### config.mk
export PLATFORM = sky130hd
export DESIGN_NAME = tone_sequencer
export DESIGN_NICKNAME = d
export VERILOG_FILES = /design/src/rtl/tone_pkg.sv /design/src/rtl/tone_channel.sv /design/src/rtl/tone_sequencer.sv
export SDC_FILE = /design/constraint.sdc
export NUM_CORES = 1
export LEC_CHECK = 0
export ABC_AREA = 1
export ABC_CLOCK_PERIOD_IN_PS = 2000
export BUFFER_PORTS_ARGS = -buffer_cell sky130_fd_sc_hd__buf_2
export CAP_MARGIN = 20
export CORE_MARGIN = 4
export CORE_UTILIZATION = 39
export CTS_BUF_LIST = sky130_fd_sc_hd__clkbuf_4 sky130_fd_sc_hd__clkbuf_8
export DETAILED_ROUTE_END_ITERATION = 12
export GPL_ROUTABILITY_DRIVEN = 0
export PLACE_DENSITY_LB_ADDON = 0.3
export SLEW_MARGIN = 20
export SYNTH_ARGS = -nofsm -noshare
export SYNTH_HDL_FRONTEND = slang
export SYNTH_SLANG_ARGS = --single-unit
### constraint.sdc
create_clock -name clock -period 2 [get_ports clock]
set_input_delay 0.1 -clock clock [delete_from_list [all_inputs] [get_ports clock]]
set_output_delay 0.1 -clock clock [all_outputs]
set_load 0.01 [all_outputs]
### src/rtl/tone_pkg.sv
// ---------------------------------------------------------------------------
// tone_pkg
// Shared definitions for the tone sequencer.
//   tone_state_e : per-channel state encoding (IDLE / PLAY / REST)
//   ch_width()   : width needed to address n channels (at least 1 bit)
//   mix_width()  : width needed to hold a count of 0..n active tones
// ---------------------------------------------------------------------------
package tone_pkg;

    typedef enum logic [1:0] {
        ST_IDLE = 2'd0,
        ST_PLAY = 2'd1,
        ST_REST = 2'd2
    } tone_state_e;

    function automatic int ch_width(input int n);
        return (n > 1) ? $clog2(n) : 1;
    endfunction

    function automatic int mix_width(input int n);
        return $clog2(n + 1);
    endfunction

endpackage

### src/rtl/tone_channel.sv
// ---------------------------------------------------------------------------
// tone_channel
// One square-wave tone voice with a single-entry pending note slot.
// Ports:
//   clock_i, reset_i  : clock, synchronous active-high reset
//   tick_i            : global duration tick (one cycle wide)
//   wr_en_i           : accepted command addressed to this channel
//   period_i          : half-period of the command (0 = rest)
//   duration_i        : length in ticks of the command (0 = null note)
//   pend_full_o       : pending slot occupied (drives cmd_ready upstream)
//   busy_o            : playing or holding a pending note
//   tone_o            : square-wave output
//   note_done_o       : one-cycle pulse after each note ends
// ---------------------------------------------------------------------------
module tone_channel
    import tone_pkg::*;
#(
    parameter int PERIOD_WIDTH = 16,
    parameter int DUR_WIDTH    = 8
) (
    input  logic                    clock_i,
    input  logic                    reset_i,
    input  logic                    tick_i,
    input  logic                    wr_en_i,
    input  logic [PERIOD_WIDTH-1:0] period_i,
    input  logic [DUR_WIDTH-1:0]    duration_i,
    output logic                    pend_full_o,
    output logic                    busy_o,
    output logic                    tone_o,
    output logic                    note_done_o
);

    tone_state_e             state_q;
    logic [PERIOD_WIDTH-1:0] period_q;
    logic [PERIOD_WIDTH-1:0] cnt_q;
    logic [DUR_WIDTH-1:0]    rem_q;
    logic                    pend_valid_q;
    logic [PERIOD_WIDTH-1:0] pend_period_q;
    logic [DUR_WIDTH-1:0]    pend_dur_q;
    logic                    tone_q;
    logic                    done_q;

    logic [PERIOD_WIDTH-1:0] ld_period;
    logic [DUR_WIDTH-1:0]    ld_dur;
    logic                    note_end;
    logic                    load_en;

    // The note to load comes from the pending slot, or straight from the
    // command bus when a command lands on an empty slot in the very cycle the
    // current note ends (keeps the hand-over gapless).
    always_comb begin
        ld_period = pend_valid_q ? pend_period_q : period_i;
        ld_dur    = pend_valid_q ? pend_dur_q    : duration_i;
        note_end  = (state_q != ST_IDLE) && tick_i && (rem_q == DUR_WIDTH'(1));
        load_en   = 1'b0;
        if (state_q == ST_IDLE) begin
            load_en = pend_valid_q;
        end else if (note_end) begin
            // A null note is not chained at note end: its own done pulse
            // would merge with the ending note's pulse. It stays pending and
            // is picked up from IDLE on the following cycle.
            load_en = (pend_valid_q || wr_en_i) && (ld_dur != '0);
        end
    end

    always_ff @(posedge clock_i) begin
        if (reset_i) begin
            state_q       <= ST_IDLE;
            period_q      <= '0;
            cnt_q         <= '0;
            rem_q         <= '0;
            pend_valid_q  <= 1'b0;
            pend_period_q <= '0;
            pend_dur_q    <= '0;
            tone_q        <= 1'b0;
            done_q        <= 1'b0;
        end else begin
            done_q <= 1'b0;

            if (wr_en_i) begin
                pend_valid_q  <= 1'b1;
                pend_period_q <= period_i;
                pend_dur_q    <= duration_i;
            end

            if (load_en) begin
                // Also consumes a same-cycle command bypassed into the load.
                pend_valid_q <= 1'b0;
                period_q     <= ld_period;
                rem_q        <= ld_dur;
                cnt_q        <= '0;
                tone_q       <= 1'b0;
                if (ld_dur == '0) begin
                    state_q <= ST_IDLE;
                    done_q  <= 1'b1;
                end else if (ld_period == '0) begin
                    state_q <= ST_REST;
                end else begin
                    state_q <= ST_PLAY;
                end
                if (note_end) begin
                    done_q <= 1'b1;
                end
            end else if (note_end) begin
                state_q <= ST_IDLE;
                tone_q  <= 1'b0;
                done_q  <= 1'b1;
            end else if (state_q != ST_IDLE) begin
                if (tick_i) begin
                    rem_q <= rem_q - DUR_WIDTH'(1);
                end
                if (state_q == ST_PLAY) begin
                    if (cnt_q == period_q - PERIOD_WIDTH'(1)) begin
                        cnt_q  <= '0;
                        tone_q <= ~tone_q;
                    end else begin
                        cnt_q <= cnt_q + PERIOD_WIDTH'(1);
                    end
                end
            end
        end
    end

    assign pend_full_o = pend_valid_q;
    assign busy_o      = (state_q != ST_IDLE) || pend_valid_q;
    assign tone_o      = tone_q;
    assign note_done_o = done_q;

endmodule

### src/rtl/tone_sequencer.sv
// ---------------------------------------------------------------------------
// tone_sequencer
// Multi-channel square-wave tone generator with a per-channel note queue.
// Ports:
//   clock, reset  : clock, synchronous active-high reset
//   cmd_valid     : note command valid
//   cmd_ready     : command accepted when cmd_valid && cmd_ready
//   cmd_channel   : target channel
//   cmd_period    : half-period in cycles (0 = rest)
//   cmd_duration  : length in ticks (0 = null note)
//   cmd_error     : one-cycle pulse after accepting an out-of-range channel
//   tone_out      : per-channel square wave
//   busy          : per-channel playing or holding a pending note
//   note_done     : per-channel one-cycle pulse at the end of each note
//   mix           : registered count of channels whose tone is high
// ---------------------------------------------------------------------------
module tone_sequencer
    import tone_pkg::*;
#(
    parameter int  CHANNELS     = 4,
    parameter int  PERIOD_WIDTH = 16,
    parameter int  DUR_WIDTH    = 8,
    parameter int  TICK_DIV     = 1000,
    localparam int CH_WIDTH     = ch_width(CHANNELS),
    localparam int MIX_WIDTH    = mix_width(CHANNELS)
) (
    input  logic                    clock,
    input  logic                    reset,
    input  logic                    cmd_valid,
    output logic                    cmd_ready,
    input  logic [CH_WIDTH-1:0]     cmd_channel,
    input  logic [PERIOD_WIDTH-1:0] cmd_period,
    input  logic [DUR_WIDTH-1:0]    cmd_duration,
    output logic                    cmd_error,
    output logic [CHANNELS-1:0]     tone_out,
    output logic [CHANNELS-1:0]     busy,
    output logic [CHANNELS-1:0]     note_done,
    output logic [MIX_WIDTH-1:0]    mix
);

    localparam int PRE_WIDTH = $clog2(TICK_DIV);

    logic [PRE_WIDTH-1:0] presc_q;
    logic                 tick;
    logic                 bad_channel;
    logic                 accept;
    logic                 cmd_error_q;
    logic [CHANNELS-1:0]  pend_full;
    logic [CHANNELS-1:0]  wr_en;
    logic [MIX_WIDTH-1:0] mix_q;
    logic [MIX_WIDTH-1:0] mix_d;

    // Free-running prescaler; every channel counts durations on this tick.
    assign tick = (presc_q == PRE_WIDTH'(TICK_DIV - 1));

    always_ff @(posedge clock) begin
        if (reset) begin
            presc_q <= '0;
        end else if (tick) begin
            presc_q <= '0;
        end else begin
            presc_q <= presc_q + PRE_WIDTH'(1);
        end
    end

    // Widened compare so non-power-of-two channel counts are caught.
    assign bad_channel = ({1'b0, cmd_channel} >= (CH_WIDTH + 1)'(CHANNELS));

    // Out-of-range commands are always taken (and dropped) so the
    // controller never stalls on them.
    always_comb begin
        cmd_ready = bad_channel;
        for (int i = 0; i < CHANNELS; i++) begin
            if (cmd_channel == CH_WIDTH'(i)) begin
                cmd_ready = ~pend_full[i];
            end
        end
    end

    assign accept = cmd_valid && cmd_ready;

    generate
        for (genvar gi = 0; gi < CHANNELS; gi++) begin : g_channel
            assign wr_en[gi] = accept && (cmd_channel == CH_WIDTH'(gi));

            tone_channel #(
                .PERIOD_WIDTH(PERIOD_WIDTH),
                .DUR_WIDTH   (DUR_WIDTH)
            ) u_channel (
                .clock_i    (clock),
                .reset_i    (reset),
                .tick_i     (tick),
                .wr_en_i    (wr_en[gi]),
                .period_i   (cmd_period),
                .duration_i (cmd_duration),
                .pend_full_o(pend_full[gi]),
                .busy_o     (busy[gi]),
                .tone_o     (tone_out[gi]),
                .note_done_o(note_done[gi])
            );
        end
    endgenerate

    always_comb begin
        mix_d = '0;
        for (int i = 0; i < CHANNELS; i++) begin
            mix_d = mix_d + MIX_WIDTH'(tone_out[i]);
        end
    end

    always_ff @(posedge clock) begin
        if (reset) begin
            cmd_error_q <= 1'b0;
            mix_q       <= '0;
        end else begin
            cmd_error_q <= accept && bad_channel;
            mix_q       <= mix_d;
        end
    end

    assign cmd_error = cmd_error_q;
    assign mix       = mix_q;

endmodule

Word-level counts from Yosys, hierarchy flattened:

Cells that the tools add are included.

* muxes and demuxes: 72
* bitwise gates (word level): 12
* eq/ne operators: 20
* $add $sub $neg: 16
* reductions and logical operators: 79

Operator list (count)
* 8-bit 2-to-1 mux: 20
* 16-bit 2-to-1 mux: 8
* 16-bit by 1-bit adder with 16-bit output (second input constant): 4
* 16-bit equality test: 4
* 16-bit logical NOT: 4
* 16-bit by 1-bit subtractor with 16-bit output (second input constant): 4
* 3-bit AND reduction: 12
* 8-bit by 1-bit equality test with 1-bit output (second input constant): 4
* 8-bit logical NOT: 4
* 2-bit 2-to-1 mux: 16
* 2-bit nonzero test: 16
* 8-bit nonzero test: 4
* 8-bit by 1-bit subtractor with 8-bit output (second input constant): 4
* 1-bit 2-to-1 mux: 28
* 1-bit logical AND: 17
* 1-bit NOT: 12
* 3-bit OR reduction: 4
* 10-bit by 1-bit adder with 10-bit output (second input constant): 1
* 10-bit equality test (second input constant): 1
* 2-bit by 1-bit equality test with 1-bit output (second input constant): 5
* 2-bit logical NOT: 5
* 2-bit OR reduction: 5
* 1-bit logical OR: 8
* 2-bit inequality test (second input constant): 4
* 4 further kinds: 5

* bits of input ports: 29
* output and inout bits: 17
* bits in registers: 289

Depth between registers and ports, before layout:

Gate-level depths: netlist of run 1.

* word-level depth: 13
* gate-level depth with buffers: 16
* depth with buffers taken out: 15

Hierarchy:

Synthesis of run 1 repeated with hierarchy kept, for this count alone.

* cells, all modules: 2689
* area total of the unflattened synthesis: 17516.8 µm²

Modules (own cells, without submodules)
* tone_channel at g_channel[1].u_channel ...: times used 2, area each 4270.3 µm², cells each 664, sequential area each 1381.3 µm²
* tone_channel at g_channel[0].u_channel ...: times used 2, area each 4122.7 µm², cells each 626, sequential area each 1381.3 µm²
* tone_sequencer: times used 1, area each 730.7 µm², cells each 109, sequential area each 260.2 µm²

Least setup slack after synthesis of run 1:

OpenSTA, ideal clock, no wires.

* kind: register -> register
* start: register presc_q[0]
* end: register g_channel[0].u_channel.cnt_q[10]
* setup slack: 0.075 ns
* arrival: 1.805 ns
* cell stages (with the launch flop): 16
* period minus slack after synthesis: 1.925 ns
* library setup time: 0.120 ns
* data required time: 1.880 ns
* cells stage by stage: dfxtp_1 ha_1 nand2_1 inv_1 nand4_1 nor2_2 inv_1 nor2_1 nand2_1 nand2_1 nand2_4 inv_4 nor2_4 inv_2 buf_2 a21oi_1

* word-level cells in the longest chain between the ends: 6
* elaborated cells between the ends (all ways): 8
* those cells by class: eq/ne: 1; mux: 2; bitwise: 1; reduce/logical: 4

RTL lines
* start: declaration: RTL line tone_sequencer.sv:43 `logic [PRE_WIDTH-1:0] presc_q;`
* start signal: assignment: RTL line tone_sequencer.sv:62 `presc_q <= presc_q + PRE_WIDTH'(1);`
* 10-bit equality test (*): RTL line tone_sequencer.sv:54 `assign tick = (presc_q == PRE_WIDTH'(TICK_DIV - 1));`
* 1-bit logical AND (*) (2 in series): RTL line tone_channel.sv:54 `note_end = (state_q != ST_IDLE) && tick_i && (rem_q == DUR_WIDTH'(1));`
* 1-bit 2-to-1 mux: RTL line tone_channel.sv:58 `end else if (note_end) begin`
* 1-bit 2-to-1 mux: RTL line tone_channel.sv:56 `if (state_q == ST_IDLE) begin`
* 2-bit OR reduction (no line)
* end signal: assignment: RTL line tone_channel.sv:117 `cnt_q <= cnt_q + PERIOD_WIDTH'(1);`
* end: declaration: RTL line tone_channel.sv:35 `logic [PERIOD_WIDTH-1:0] cnt_q;`

Mark *: on every way between the ends. The rest lies on a longest branch, timed or not.
A chain may end at the register's enable or synchronous reset.

Worst setup path after layout of run 1:

* start: register g_channel[2].u_channel.period_q[2]
* end: register g_channel[2].u_channel.cnt_q[5]

* word-level cells in the longest chain between the ends: 3

RTL lines
* start: declaration: RTL line tone_channel.sv:34 `logic [PERIOD_WIDTH-1:0] period_q;`
* start signal: assignment: RTL line tone_channel.sv:89 `period_q <= ld_period;`
* 16-bit by 1-bit subtractor with 16-bit output: RTL line tone_channel.sv:113 `if (cnt_q == period_q - PERIOD_WIDTH'(1)) begin`
* 16-bit equality test: RTL line tone_channel.sv:113
* 16-bit 2-to-1 mux: RTL line tone_channel.sv:113
* end signal: assignment: RTL line tone_channel.sv:117
* end: declaration: RTL line tone_channel.sv:35

No other way between the ends.

==> impl_results.md, run 1 <==
- Clock buffer depth: 3
- PwrDens: 696.8 nW/um^2
- Fin crit share: 1.019
- Die X: 219.5 um
- TritonCTS buffer count: 52
- Die H: about 220 um
- RSZ-0062 raised after global routing: yes
- Antenna Diode Count: 0
- Multiplexer share of the synthesized area: 0.001721
- Syn_nets: 2,841
- Synthesized instance count: 2,792
- Count of different cell masters after synthesis: 40
- Setup violators final: 13
- Clk pin slew, worst setup/hold paths: 0.07 ns
- Row Count: 77
- Number of global-route vias before repair: roughly 17,000
- GRT Util Overall: 0.2146
- LEAKAGE: 9.976 nW
- Post-synthesis simple-gate area fraction: 0.3417
- CTS tree: done
- 1st-pass router iterations: 5
- Final WS setup: -0.03890 ns
- Max-slew headroom: 0.5975
- Multi-input logic area: 10,490 um^2
- Synth Area per Inst: ~6.2 um^2
- DRT antenna net count: 0
- Net count, final: around 3,000
- Outcome: finished, violations left
- Fin. Hold Viols: 0
- Hold crit path type: input port to flop
- CTS sink count: about 290
- Critical path fanouts, max: 6
- Average via count per standard cell: around 5.1
- Register area share after synthesis: 0.3316
- Post-DP HPWL: 38,160 um
- Max Clock Freq: slightly below 500 MHz
- CP Cell Sequence: nor2_1, nand2_4, nor2_4, buf_6, nand3b_1, nand2_1, nand2_1, inv_1, nand3_2, nor2_2, nand4_1, nand2_4, clkbuf_16, nor2_2
- Max Cap Viol: 0
- Reg2Reg Capture Point: g_channel[2].u_channel.cnt_q[5]
- Die area: 48,180 um^2
- Final Skew: 0.03635 ns
- Routed WL: roughly 54,000 um
- HP Start: cmd_duration[2]
- Worst slew pin tran: ~0.6 ns
- Min Tclk post-route: 2.039 ns
- Delay-heaviest family, CP: simple AND/OR/NAND/NOR gates
- Io pins: 46
- Synth warn: 0
- Xor/xnor share of the synthesized area: 0.05673
- Reg2Reg Depth: 14
- Clk root buf: clkbuf_8
- Crit path capture type: flop
- Worst EP arrival: 2.56 ns
- Initial antenna violation count: 0
- Largest family of logic cells by synthesized area: simple AND/OR/NAND/NOR gates
- Routed vias: 18,550
- #FFs+latches synth: slightly below 300
- Remaining global-route overflow: 0
- Largest net degree at the start of global routing: 96
- Worst hold path depth: 4
- First-pass GRT wire length: between 80,000 and 90,000 um
- Worst path required time: 2.52 ns
- Worst Hold End: g_channel[1].u_channel.pend_dur_q[2]
- Layout cells sized above 1: 0.1932
- Worst Path Buf+Inv: 3
- Slowest stage delay, CP: 0.36 ns
- Clock Latency Late Sink: around 0.63 ns
- CP Class: flop to flop
- Synth Area in Adders: 0.01477
- Detailed-route DRC error count: 0
- # fillers: 4,332
- VDD IR max: roughly 0.00061 V
- CP startpoint kind: flop
- Core Box Area: 44,220 um^2
- Compound-gate portion of the synthesized area: 0.1399
- Area growth syn-to-layout: 27.09%
- Htree depth: 2
- Starting Density: 0.3945
- Max Slew Vio Count: 0
- PortBufs: 44
- Mapped Area: 17,450 um^2
- Post-Place Setup Slack: -0.2453 ns
- Initial DRC count: 1,318
- Wire length per cell: between 10 and 15 um
- Failing checks: negative setup slack
- Start of the worst register-to-register path: g_channel[2].u_channel.period_q[2]
- CP max-delay cell: dfxtp_2
- Flop2flop setup slack: -0.04 ns
- Register area: 5822 um^2
- Overall power: 15.45 mW
-- Yosys cell counts, drive strengths merged --
cell type / instances / area, um^2
a211oi: 14 / 105.1
a21o: 1 / 7.510
a21oi: 210 / 1051
and2: 1 / 6.260
buf: 66 / 419.2
clkbuf: 57 / 214.0
conb: 1 / 3.750
dfxtp: 289 / 5786
fa: 1 / 20.02
ha: 19 / 237.7
inv: 357 / 1345
mux2i: 3 / 30.03
nand2: 735 / 2794
nand2b: 1 / 6.260
nand3: 219 / 1116
nand3b: 20 / 150.1
nand4: 51 / 319.1
nor2: 320 / 1241
nor3: 45 / 225.2
nor3b: 2 / 15.01
nor4: 10 / 62.56
o211ai: 1 / 7.510
o21a: 1 / 7.510
o21ai: 250 / 1255
o31ai: 1 / 7.510
or2: 4 / 25.02
xnor2: 26 / 227.7
xor2: 87 / 762.0
-- sequential cells by signal, summed over array words and instances, names as in the netlist, 8 cells and up --
name                               cells
g_channel.u_channel.pend_period_q     64
g_channel.u_channel.state_q            8
g_channel.u_channel.rem_q             32
g_channel.u_channel.cnt_q             64
presc_q                               10
g_channel.u_channel.pend_dur_q        32
g_channel.u_channel.period_q          64
-- tightest hold or removal path: cells and delay by family --
family	cells	cell delay [ns]
AND/OR/NAND/NOR	1	0.07
buffers and inverters	2	0.70
AO/OA/AOI/OAI	1	0.06
-- report_power, final --
| part | internal [mW] | switching [mW] |
|---|---|---|
| logic | 1.08 | 1.73 |
| registers | 5.92 | 0.121 |
| clock network | 3.96 | 2.64 |
-- metrics by stage --
| stage | hold slack, ns | setup TNS, ns | instance area (um^2) | utilization | instances |
|---|---|---|---|---|---|
| after floorplan | 0.2349 | 0 | 17450 | - | 2792 |
| after global placement | 0.4094 | -9.419 | 19190 | 0.4339 | 3480 |
| after detailed placement | 0.4145 | -12.53 | 19190 | 0.4339 | 3480 |
| after CTS | 0.3281 | 0 | 20880 | 0.4722 | 3607 |
| after global routing | 0.3448 | -4.109 | 22170 | 0.5014 | 3641 |
| final | 0.3709 | -0.2679 | 22170 | 0.5014 | 3641 |
-- final cells by class --
class,count,share of cell area
repair inverters,1,0.0003386
multi-input cells,2024,0.4733
flip-flops and latches,289,0.2626
clock buffers,74,0.04283
repair buffers,286,0.1122
inverters,357,0.06303
well taps,592,0.03341
clock inverters,18,0.01236
-- metal layers --
layer / vias to the layer above / track usage / wire, um
met3: 103 / 0.03240 / 3004
met5: - / 0 / 0
li1: 9360 / - / -
met2: 502 / 0.3545 / 25020
met4: 0 / 0.07436 / 1656
met1: 8588 / 0.2863 / 24200
-- how the worst max path moves through the flow --
stage                     slack (ns)                          startpoint                          endpoint  depth (start not counted)
after floorplan                 0.08                          presc_q[0]  g_channel[0].u_channel.cnt_q[10]                         15
after global placement         -0.20  g_channel[0].u_channel.pend_full_o   g_channel[0].u_channel.rem_q[2]                         13
after detailed placement       -0.25  g_channel[0].u_channel.pend_full_o   g_channel[0].u_channel.rem_q[2]                         13
after CTS                      0.004                          presc_q[0]   g_channel[3].u_channel.cnt_q[0]                         12
after global routing           -0.15  g_channel[2].u_channel.period_q[7]   g_channel[2].u_channel.cnt_q[5]                         11
final                          -0.04  g_channel[2].u_channel.period_q[2]   g_channel[2].u_channel.cnt_q[5]                         14
-- cell families after synthesis --
kind of cell / after synthesis
XOR/XNOR: 113
AO/OA/AOI/OAI: 478
other: 1
AND/OR/NAND/NOR: 1408
multiplexers: 3
flip-flops: 289
adder cells (fa/ha/maj): 20
buffers and inverters: 480
-- cell usage in the layout (no fill, tap or decap), drive strengths merged, types with 51 or more instances in the layout --
cell type / count
o21ai: 250
inv: 350
nand3: 219
nand2: 736
a21oi: 210
xor2: 87
buf: 250
clkbuf: 81
nand4: 51
nor2: 320
dfxtp: 289
-- repair_timing --
item,in CTS,in global routing
pin swaps,2,65
hold buffers,29,0
cloned,1,10
setup buffers,5,24
gates resized for setup,34,315
endpoints found under the setup margin,112,191
endpoints found under the hold margin,113,0
Power figures use the tool's default switching activity.
==> inputs of run 2 (changes only) <==
--- a/config.mk
+++ b/config.mk
@@ -9,8 +9,10 @@
 export ABC_CLOCK_PERIOD_IN_PS = 2000
 export BUFFER_PORTS_ARGS = -buffer_cell sky130_fd_sc_hd__buf_2
 export CAP_MARGIN = 20
+export CELL_PAD_IN_SITES_DETAIL_PLACEMENT = 1
+export CELL_PAD_IN_SITES_GLOBAL_PLACEMENT = 2
 export CORE_MARGIN = 4
-export CORE_UTILIZATION = 39
+export CORE_UTILIZATION = 32
 export CTS_BUF_LIST = sky130_fd_sc_hd__clkbuf_4 sky130_fd_sc_hd__clkbuf_8
 export DETAILED_ROUTE_END_ITERATION = 12
 export GPL_ROUTABILITY_DRIVEN = 0
==> impl_results.md, run 2 (same netlist as run 1, synthesis figures left out) <==
- Outcome: finished, violations left (unchanged)
- Failing checks: negative setup slack (unchanged)
- Row Count: 85 (was 77)
- Setup TNS: -0.3312 ns (was -0.2679 ns)
- Layout cells sized above 1: 0.2615 (was 0.1932)
- Die area: 58,320 um^2 (was 48,180 um^2)
- Initial DRC count: 862 (was 1,318)
- Wire length per cell: 17.64 um (was 14.80 um)
- Largest net degree at the start of global routing: 62 (was 96)
- Clock network fraction of total power: 0.423 (was 0.427)
- Htree depth: 2 (unchanged)
- Routed vias: 19,280 (was 18,550)
- Placed inst area: 19,790 um^2 (was 19,190 um^2)
- TritonCTS buffer count: 59 (was 52)
- Min Tclk post-route: 2.053 ns (was 2.039 ns)
- First-pass GRT wire length: 102,500 um (was 85,420 um)
- Area growth syn-to-layout: 37.34% (was 27.09%)
- Post-route cell area: 23,960 um^2 (was 22,170 um^2)
- 1st-pass router iterations: 5 (unchanged)
- Clock Latency Late Sink: 0.68 ns (was 0.63 ns)
- Max-slew headroom: 0.5963 (was 0.5975)
- Sequential Power Share: 0.377 (was 0.391)
- Routed WL: 67,510 um (was 53,880 um)
- DRT antenna net count: 0 (unchanged)
- NetSw: 4.879 mW (was 4.489 mW)
- WHS: 0.3326 ns (was 0.3709 ns)
- Detailed-route DRC error count: 0 (unchanged)
- GR Layer Usage met1: 0.2852 (was 0.2863)
- Initial antenna violation count: 3 (was 0)
- Crit path capture type: flop (unchanged)
- Cell repeated most along the worst path: nand2_1
- Worst path required time: 2.54 ns (was 2.52 ns)
- Sw Share: 0.3036 (was 0.2906)
- Max Slew Vio Count: 0 (unchanged)
- Most frequent cells in the layout: 652 x nand2_1, 322 x inv_1, 269 x dfxtp_1 (was 686 x nand2_1, 328 x inv_1, 268 x dfxtp_1)
- CTS tree: done (unchanged)
- Top flop regs: g_channel.u_channel.cnt_q x64, g_channel.u_channel.pend_period_q x64, g_channel.u_channel.period_q x64 (unchanged)
- Fin crit share: 1.026 (was 1.019)
- VDD IR max: 0.0004804 V (was 0.0006143 V)
- Io pins: 46 (unchanged)
- CTS sink count: 289 (unchanged)
- Critical path fanouts, max: 7 (was 6)
- Core Box Area: 53,920 um^2 (was 44,220 um^2)
- Internal power: 11.19 mW (was 10.96 mW)
- Worst EP arrival: 2.59 ns (was 2.56 ns)
- Remaining global-route overflow: 0 (unchanged)
- LEAKAGE: 10.59 nW (was 9.976 nW)
- Setup violators final: 14 (was 13)
- CP Class: flop to flop (unchanged)
- Most common cell after layout, fill and taps aside: nand2_1 (unchanged)
- PortBufs: 44 (unchanged)
- Max Clock Freq: 487.1 MHz (was 490.5 MHz)
- Fin. Hold Viols: 0 (unchanged)
- Met3 Resource Use GR: 0.02892 (was 0.03240)
- Average via count per standard cell: 5.036 (was 5.096)
- Logic pwr share: 0.201 (was 0.182)
- GR Layer Usage met2: 0.3792 (was 0.3545)
- CP max-delay cell: dfxtp_4 (was dfxtp_2)
- Max Cap Viol: 0 (unchanged)
- Number of global-route vias before repair: 19,290 (was 17,240)
- RSZ-0062 raised after global routing: yes (unchanged)
- Post-Place Setup Slack: -0.1696 ns (was -0.2453 ns)
- Die X: 241.5 um (was 219.5 um)
- GRT Util Overall: 0.2171 (was 0.2146)
- Die H: 241.5 um (was 219.5 um)
- Net count, final: 3,131 (was 3,060)
- Clk pin slew, worst setup/hold paths: 0.06 ns (was 0.07 ns)
- CP startpoint kind: flop (unchanged)
- Clk root buf: clkbuf_8 (unchanged)
- PwrDens: 670.6 nW/um^2 (was 696.8 nW/um^2)
- Final Skew: 0.05114 ns (was 0.03635 ns)
- CP Cell Sequence: buf_6, nor2_4, nand2_2, buf_4, nand2_1, nand2_1, nand2_1, nand3_1, nor3_2, nand4_1, nand2_4, buf_12, nor2_2 (was nor2_1, nand2_4, nor2_4, buf_6, nand3b_1, nand2_1, nand2_1, inv_1, nand3_2, nor2_2, nand4_1, nand2_4, clkbuf_16, nor2_2)
- Post-DP HPWL: 48,670 um (was 38,160 um)
- Overall power: 16.07 mW (was 15.45 mW)
- Starting Density: 0.3236 (was 0.3945)
- Hold crit path type: input port to flop (unchanged)
- Worst slew pin tran: 0.5992 ns (was 0.5975 ns)
- Slowest stage delay, CP: 0.36 ns (about the same)
- Final WS setup: -0.05295 ns (was -0.03890 ns)
- GRT busiest layer: met2 (unchanged)
- Clock buffer depth: 3 (unchanged)
run 2: layer usage:
| layer | share of wire | vias to the layer above |
|---|---|---|
| met5 | 0 | - |
| met4 | 0.022 | 0 |
| met3 | 0.029 | 99 |
| met2 | 0.49 | 236 |
| met1 | 0.46 | 9395 |
| li1 | - | 9548 |
run 2: cell type report:
cell class	instances	area (um^2)
tap	696	870.8
fill	6838	29960
inverter	357	1403
timing repair buffer	347	3252
antenna	4	10.01
clock buffer	100	1207
sequential	289	5826
clock inverter	7	87.58
timing repair inverter	3	21.27
multi-input combinational	2025	11280
run 2: worst paths after layout:
check,end,slack [ns],from,depth (start not counted)
max,g_channel[2].u_channel.cnt_q[14],-0.05,g_channel[2].u_channel.period_q[3],13
min,g_channel[1].u_channel.note_done_o,0.33,reset,3
max reg2reg,g_channel[2].u_channel.cnt_q[14],-0.05,g_channel[2].u_channel.period_q[3],13
min reg2reg,g_channel[2].u_channel.pend_period_q[14],0.45,g_channel[2].u_channel.pend_period_q[14],2
run 2: critical path, delay by kind of cell (launching register included):
family                 cells  cell delay, ns
and+or+nand+nor           10            1.13
buffers and inverters      3            0.42
DFF                        1            0.36
run 2: what timing repair did:
item,4_1_cts,5_1_grt
setup buffers,4,35
hold endpoints to repair,126,0
gates resized for setup,66,528
hold buffers,29,0
gates cloned,1,17
pin swaps,7,134
endpoints found under the setup margin,137,201
run 2: stage by stage:
stage,cells,util
after floorplan,2792,-
after global placement,3633,0.3670
after detailed placement,3633,0.3670
after CTS,3774,0.4007
after global routing,3827,0.4443
final,3828,0.4444
run 2: power by group through the flow:
stage	combinational, mW	clock [mW]	sequential, mW
6_report	3.23	6.79	6.05
2_1_floorplan	1.60	0	6.12
4_1_cts	2.69	7.00	6.03
3_3_place_gp	2.49	0	6.14
3_5_place_dp	2.57	0	6.15
5_1_grt	3.58	7.27	6.07
==> inputs of run 3 (changes only) <==
--- a/config.mk
+++ b/config.mk
@@ -5,18 +5,19 @@
 export SDC_FILE = /design/constraint.sdc
 export NUM_CORES = 1
 export LEC_CHECK = 0
-export ABC_AREA = 1
+export ABC_AREA = 0
 export ABC_CLOCK_PERIOD_IN_PS = 2000
 export BUFFER_PORTS_ARGS = -buffer_cell sky130_fd_sc_hd__buf_2
 export CAP_MARGIN = 20
 export CELL_PAD_IN_SITES_DETAIL_PLACEMENT = 1
 export CELL_PAD_IN_SITES_GLOBAL_PLACEMENT = 2
 export CORE_MARGIN = 4
-export CORE_UTILIZATION = 32
+export CORE_UTILIZATION = 36
 export CTS_BUF_LIST = sky130_fd_sc_hd__clkbuf_4 sky130_fd_sc_hd__clkbuf_8
 export DETAILED_ROUTE_END_ITERATION = 12
 export GPL_ROUTABILITY_DRIVEN = 0
 export PLACE_DENSITY_LB_ADDON = 0.3
+export REMOVE_ABC_BUFFERS = 1
 export SLEW_MARGIN = 20
 export SYNTH_ARGS = -nofsm -noshare
 export SYNTH_HDL_FRONTEND = slang
==> impl_results.md, run 3 <==
- Row Count: 76 (was 85)
- Critical path fanouts, max: 7 (unchanged)
- Detailed-route DRC error count: 0 (unchanged)
- Final Skew: 0.02178 ns (was 0.05114 ns)
- Hold crit path type: input port to flop (unchanged)
- Clock network fraction of total power: 0.348 (was 0.423)
- Top-area cell type share of the netlist area: 0.3659 (was 0.3316)
- Average via count per standard cell: 5.525 (was 5.036)
- Routed vias: 16,820 (was 19,280)
- Layout cells sized above 1: 0.3969 (was 0.2615)
- Worst path required time: 2.53 ns (was 2.54 ns)
- Max-slew headroom: 0.5969 (was 0.5963)
- Min Tclk post-route: 2.844 ns (was 2.053 ns)
- Flop2flop setup slack: -0.84 ns (was -0.05 ns)
- Crit path capture type: flop (unchanged)
- Placed cell count: 2,825 (was 3,633)
- Number of global-route vias before repair: 18,060 (was 19,290)
- Register area share after synthesis: 0.3659 (was 0.3316)
- Clk root buf: clkbuf_8 (unchanged)
- Synth Area per Inst: 7.963 um^2 (was 6.249 um^2)
- Logic pwr share: 0.307 (was 0.201)
- DRT antenna net count: 0 (unchanged)
- Mapped Area: 15,810 um^2 (was 17,450 um^2)
- 1st-pass router iterations: 5 (unchanged)
- Placed inst area: 19,010 um^2 (was 19,790 um^2)
- Worst slew pin tran: 0.5991 ns (was 0.5992 ns)
- CTS sink count: 289 (unchanged)
- TritonCTS buffer count: 53 (was 59)
- Post-route cell area: 23,990 um^2 (was 23,960 um^2)
- Initial DRC count: 879 (was 862)
- Clk pin slew, worst setup/hold paths: 0.06 ns (about the same)
- Htree depth: 2 (unchanged)
- # fillers: 4,890 (was 6,838)
- Register area: 5812 um^2 (was 5826 um^2)
- Fin cells: 3,044 (was 3,828)
- Ys flop type: dfxtp_1 (unchanged)
- Sw Share: 0.3253 (was 0.3036)
- Die area: 47,350 um^2 (was 58,320 um^2)
- Wire length per cell: 21.03 um (was 17.64 um)
- Post-DP HPWL: 39,560 um (was 48,670 um)
- Core Box Area: 43,270 um^2 (was 53,920 um^2)
- CP startpoint kind: flop (unchanged)
- CP Class: flop to flop (unchanged)
- Internal power: 12.23 mW (was 11.19 mW)
- Post-Place Setup Slack: -1.055 ns (was -0.1696 ns)
- Fin crit share: 1.422 (was 1.026)
- Starting Density: 0.3655 (was 0.3236)
- Failing checks: negative setup slack (unchanged)
- Final WS setup: -0.8444 ns (was -0.05295 ns)
- PortBufs: 44 (unchanged)
- Setup violators final: 179 (was 14)
- Top flop regs: g_channel.u_channel.cnt_q x64, g_channel.u_channel.pend_period_q x64, g_channel.u_channel.period_q x64 (unchanged)
- Max Slew Vio Count: 0 (unchanged)
- Antenna Diode Count: 0 (was 4)
- Outcome: finished, violations left (unchanged)
- Remaining global-route overflow: 0 (unchanged)
- Area growth syn-to-layout: 51.73% (was 37.34%)
- Post-synth EDFFs: 0 (unchanged)
- Most frequent cells in the layout: 346 x buf_4, 277 x nand2_1, 272 x dfxtp_1 (was 652 x nand2_1, 322 x inv_1, 269 x dfxtp_1)
- Synth warn: 0 (unchanged)
- Synth top cells by count: 289 x dfxtp_1, 287 x nand2_1, 175 x nor2_1, 159 x a21oi_1, 110 x clkbuf_1 (was 727 x nand2_1, 351 x inv_1, 312 x nor2_1, 289 x dfxtp_1, 244 x o21ai_0)
- Synthesized instance count: 1,986 (was 2,792)
- Max Clock Freq: 351.6 MHz (was 487.1 MHz)
- Leading area contributor after synthesis: dfxtp_1 (unchanged)
- CTS tree: done (unchanged)
- Io pins: 46 (unchanged)
- Sequential Power Share: 0.345 (was 0.377)
- NetSw: 5.898 mW (was 4.879 mW)
- Worst EP arrival: 3.37 ns (was 2.59 ns)
- Post-synthesis async set-or-reset flop share: 0 (unchanged)
- GRT Util Overall: 0.2556 (was 0.2171)
- Largest net degree at the start of global routing: 93 (was 62)
- First-pass GRT wire length: 98,570 um (was 102,500 um)
- Net count, final: 2,467 (was 3,131)
- Die H: 217.6 um (was 241.5 um)
- Count of different cell masters after synthesis: 81 (was 40)
- VDD IR max: 0.0006401 V (was 0.0004804 V)
- Dominant cell by count in the synthesized netlist: dfxtp_1 (was nand2_1)
- Max Cap Viol: 0 (unchanged)
- RSZ-0062 raised after global routing: yes (unchanged)
- Clock Latency Late Sink: 0.65 ns (was 0.68 ns)
- Die X: 217.6 um (was 241.5 um)
- Clock buffer depth: 3 (unchanged)
- #FFs+latches synth: 289 (unchanged)
- Initial antenna violation count: 0 (was 3)
- Most common cell after layout, fill and taps aside: buf_4 (was nand2_1)
- Multi-input logic area: 11,260 um^2 (was 11,280 um^2)
- Routed WL: 64,020 um (was 67,510 um)
- Synth area leaders: dfxtp_1 37%, nand2_1 6.8%, mux2i_1 6.7% (was dfxtp_1 33%, nand2_1 16%, inv_1 7.6%)
- Fin. Hold Viols: 0 (unchanged)
- PwrDens: 755.6 nW/um^2 (was 670.6 nW/um^2)
- LEAKAGE: 9.153 nW (was 10.59 nW)
-- run 3: final timing paths --
check | start | endpoint | cells after the start
setup / recovery | g_channel[1].u_channel.period_q[1] | g_channel[1].u_channel.cnt_q[6] | 11
hold / removal | cmd_duration[0] | g_channel[1].u_channel.rem_q[0] | 5
setup reg to reg | g_channel[1].u_channel.period_q[1] | g_channel[1].u_channel.cnt_q[6] | 11
hold reg to reg | g_channel[1].u_channel.pend_dur_q[7] | g_channel[1].u_channel.pend_dur_q[7] | 2
-- run 3: cells by family (layout without fill, tap and decap cells) --
kind of cell | after synthesis | in the layout | share of synthesized area
AO/OA/AOI/OAI | 396 | 396 | 0.1607
AND/OR/NAND/NOR | 833 | 833 | 0.2575
other | 1 | 1 | 0.0002371
buffers and inverters | 203 | 676 | 0.05356
XOR/XNOR | 133 | 133 | 0.07453
flip-flops | 289 | 289 | 0.3659
adder cells (fa/ha/maj) | 20 | 20 | 0.01630
multiplexers | 111 | 111 | 0.07137
-- run 3: worst max-delay path, stage by stage, from the launching register on --
cell	delay, ns
dfxtp_2	0.32
inv_2	0.06
ha_4	0.12
or4b_4	0.54
buf_12	0.17
nor4_4	0.18
o32ai_2	0.13
nor4b_2	0.26
or4b_4	0.52
nor3_4	0.17
buf_6	0.18
nor4_1	0.06
-- run 3: timing repair --
action	4_1_cts	5_1_grt
setup buffers	71	26
setup endpoints to repair	183	182
hold buffers	25	0
gates resized for setup	409	205
gates cloned	16	2
endpoints found under the hold margin	127	0
pin swaps	153	85
-- run 3: through the flow --
step | util | setup TNS, ns | hold WS, ns | total power, mW
2_1_floorplan | - | -395.46 | 0.1691 | 8.467
3_3_place_gp | 0.4394 | -81.85 | 0.4424 | 10.10
3_5_place_dp | 0.4394 | -97.76 | 0.4505 | 10.26
4_1_cts | 0.5331 | -66.83 | 0.04476 | 17.59
5_1_grt | 0.5546 | -94.73 | 0.07625 | 19.00
6_report | 0.5546 | -76.81 | 0.09487 | 18.13
-- run 3: area by class of cell --
type,count,share of cell area
multi-input combinational,1494,0.4693
sequential,289,0.2422
timing repair buffer,527,0.2013
clock buffer,86,0.04412
tap,585,0.03051
inverter,53,0.008291
clock inverter,10,0.004276
-- run 3: routing by layer --
layer  share of wire  vias to the layer above  track usage  wire, um
met2            0.51                      348       0.4529     32410
met3           0.043                      118      0.04333      2759
met5               0                        -            0         0
met1            0.42                     8435       0.3201     27160
met4           0.026                        0      0.07229      1690
li1                -                     7917            -         -
-- run 3: power groups by stage --
stage | Clock (mW) | Sequential, mW | Combinational (mW)
after detailed placement | 0 | 6.34 | 3.91
after CTS | 6.43 | 6.23 | 4.93
after global routing | 6.76 | 6.29 | 5.96
after global placement | 0 | 6.33 | 3.77
after floorplan | 0 | 6.41 | 2.06
final | 6.31 | 6.26 | 5.56
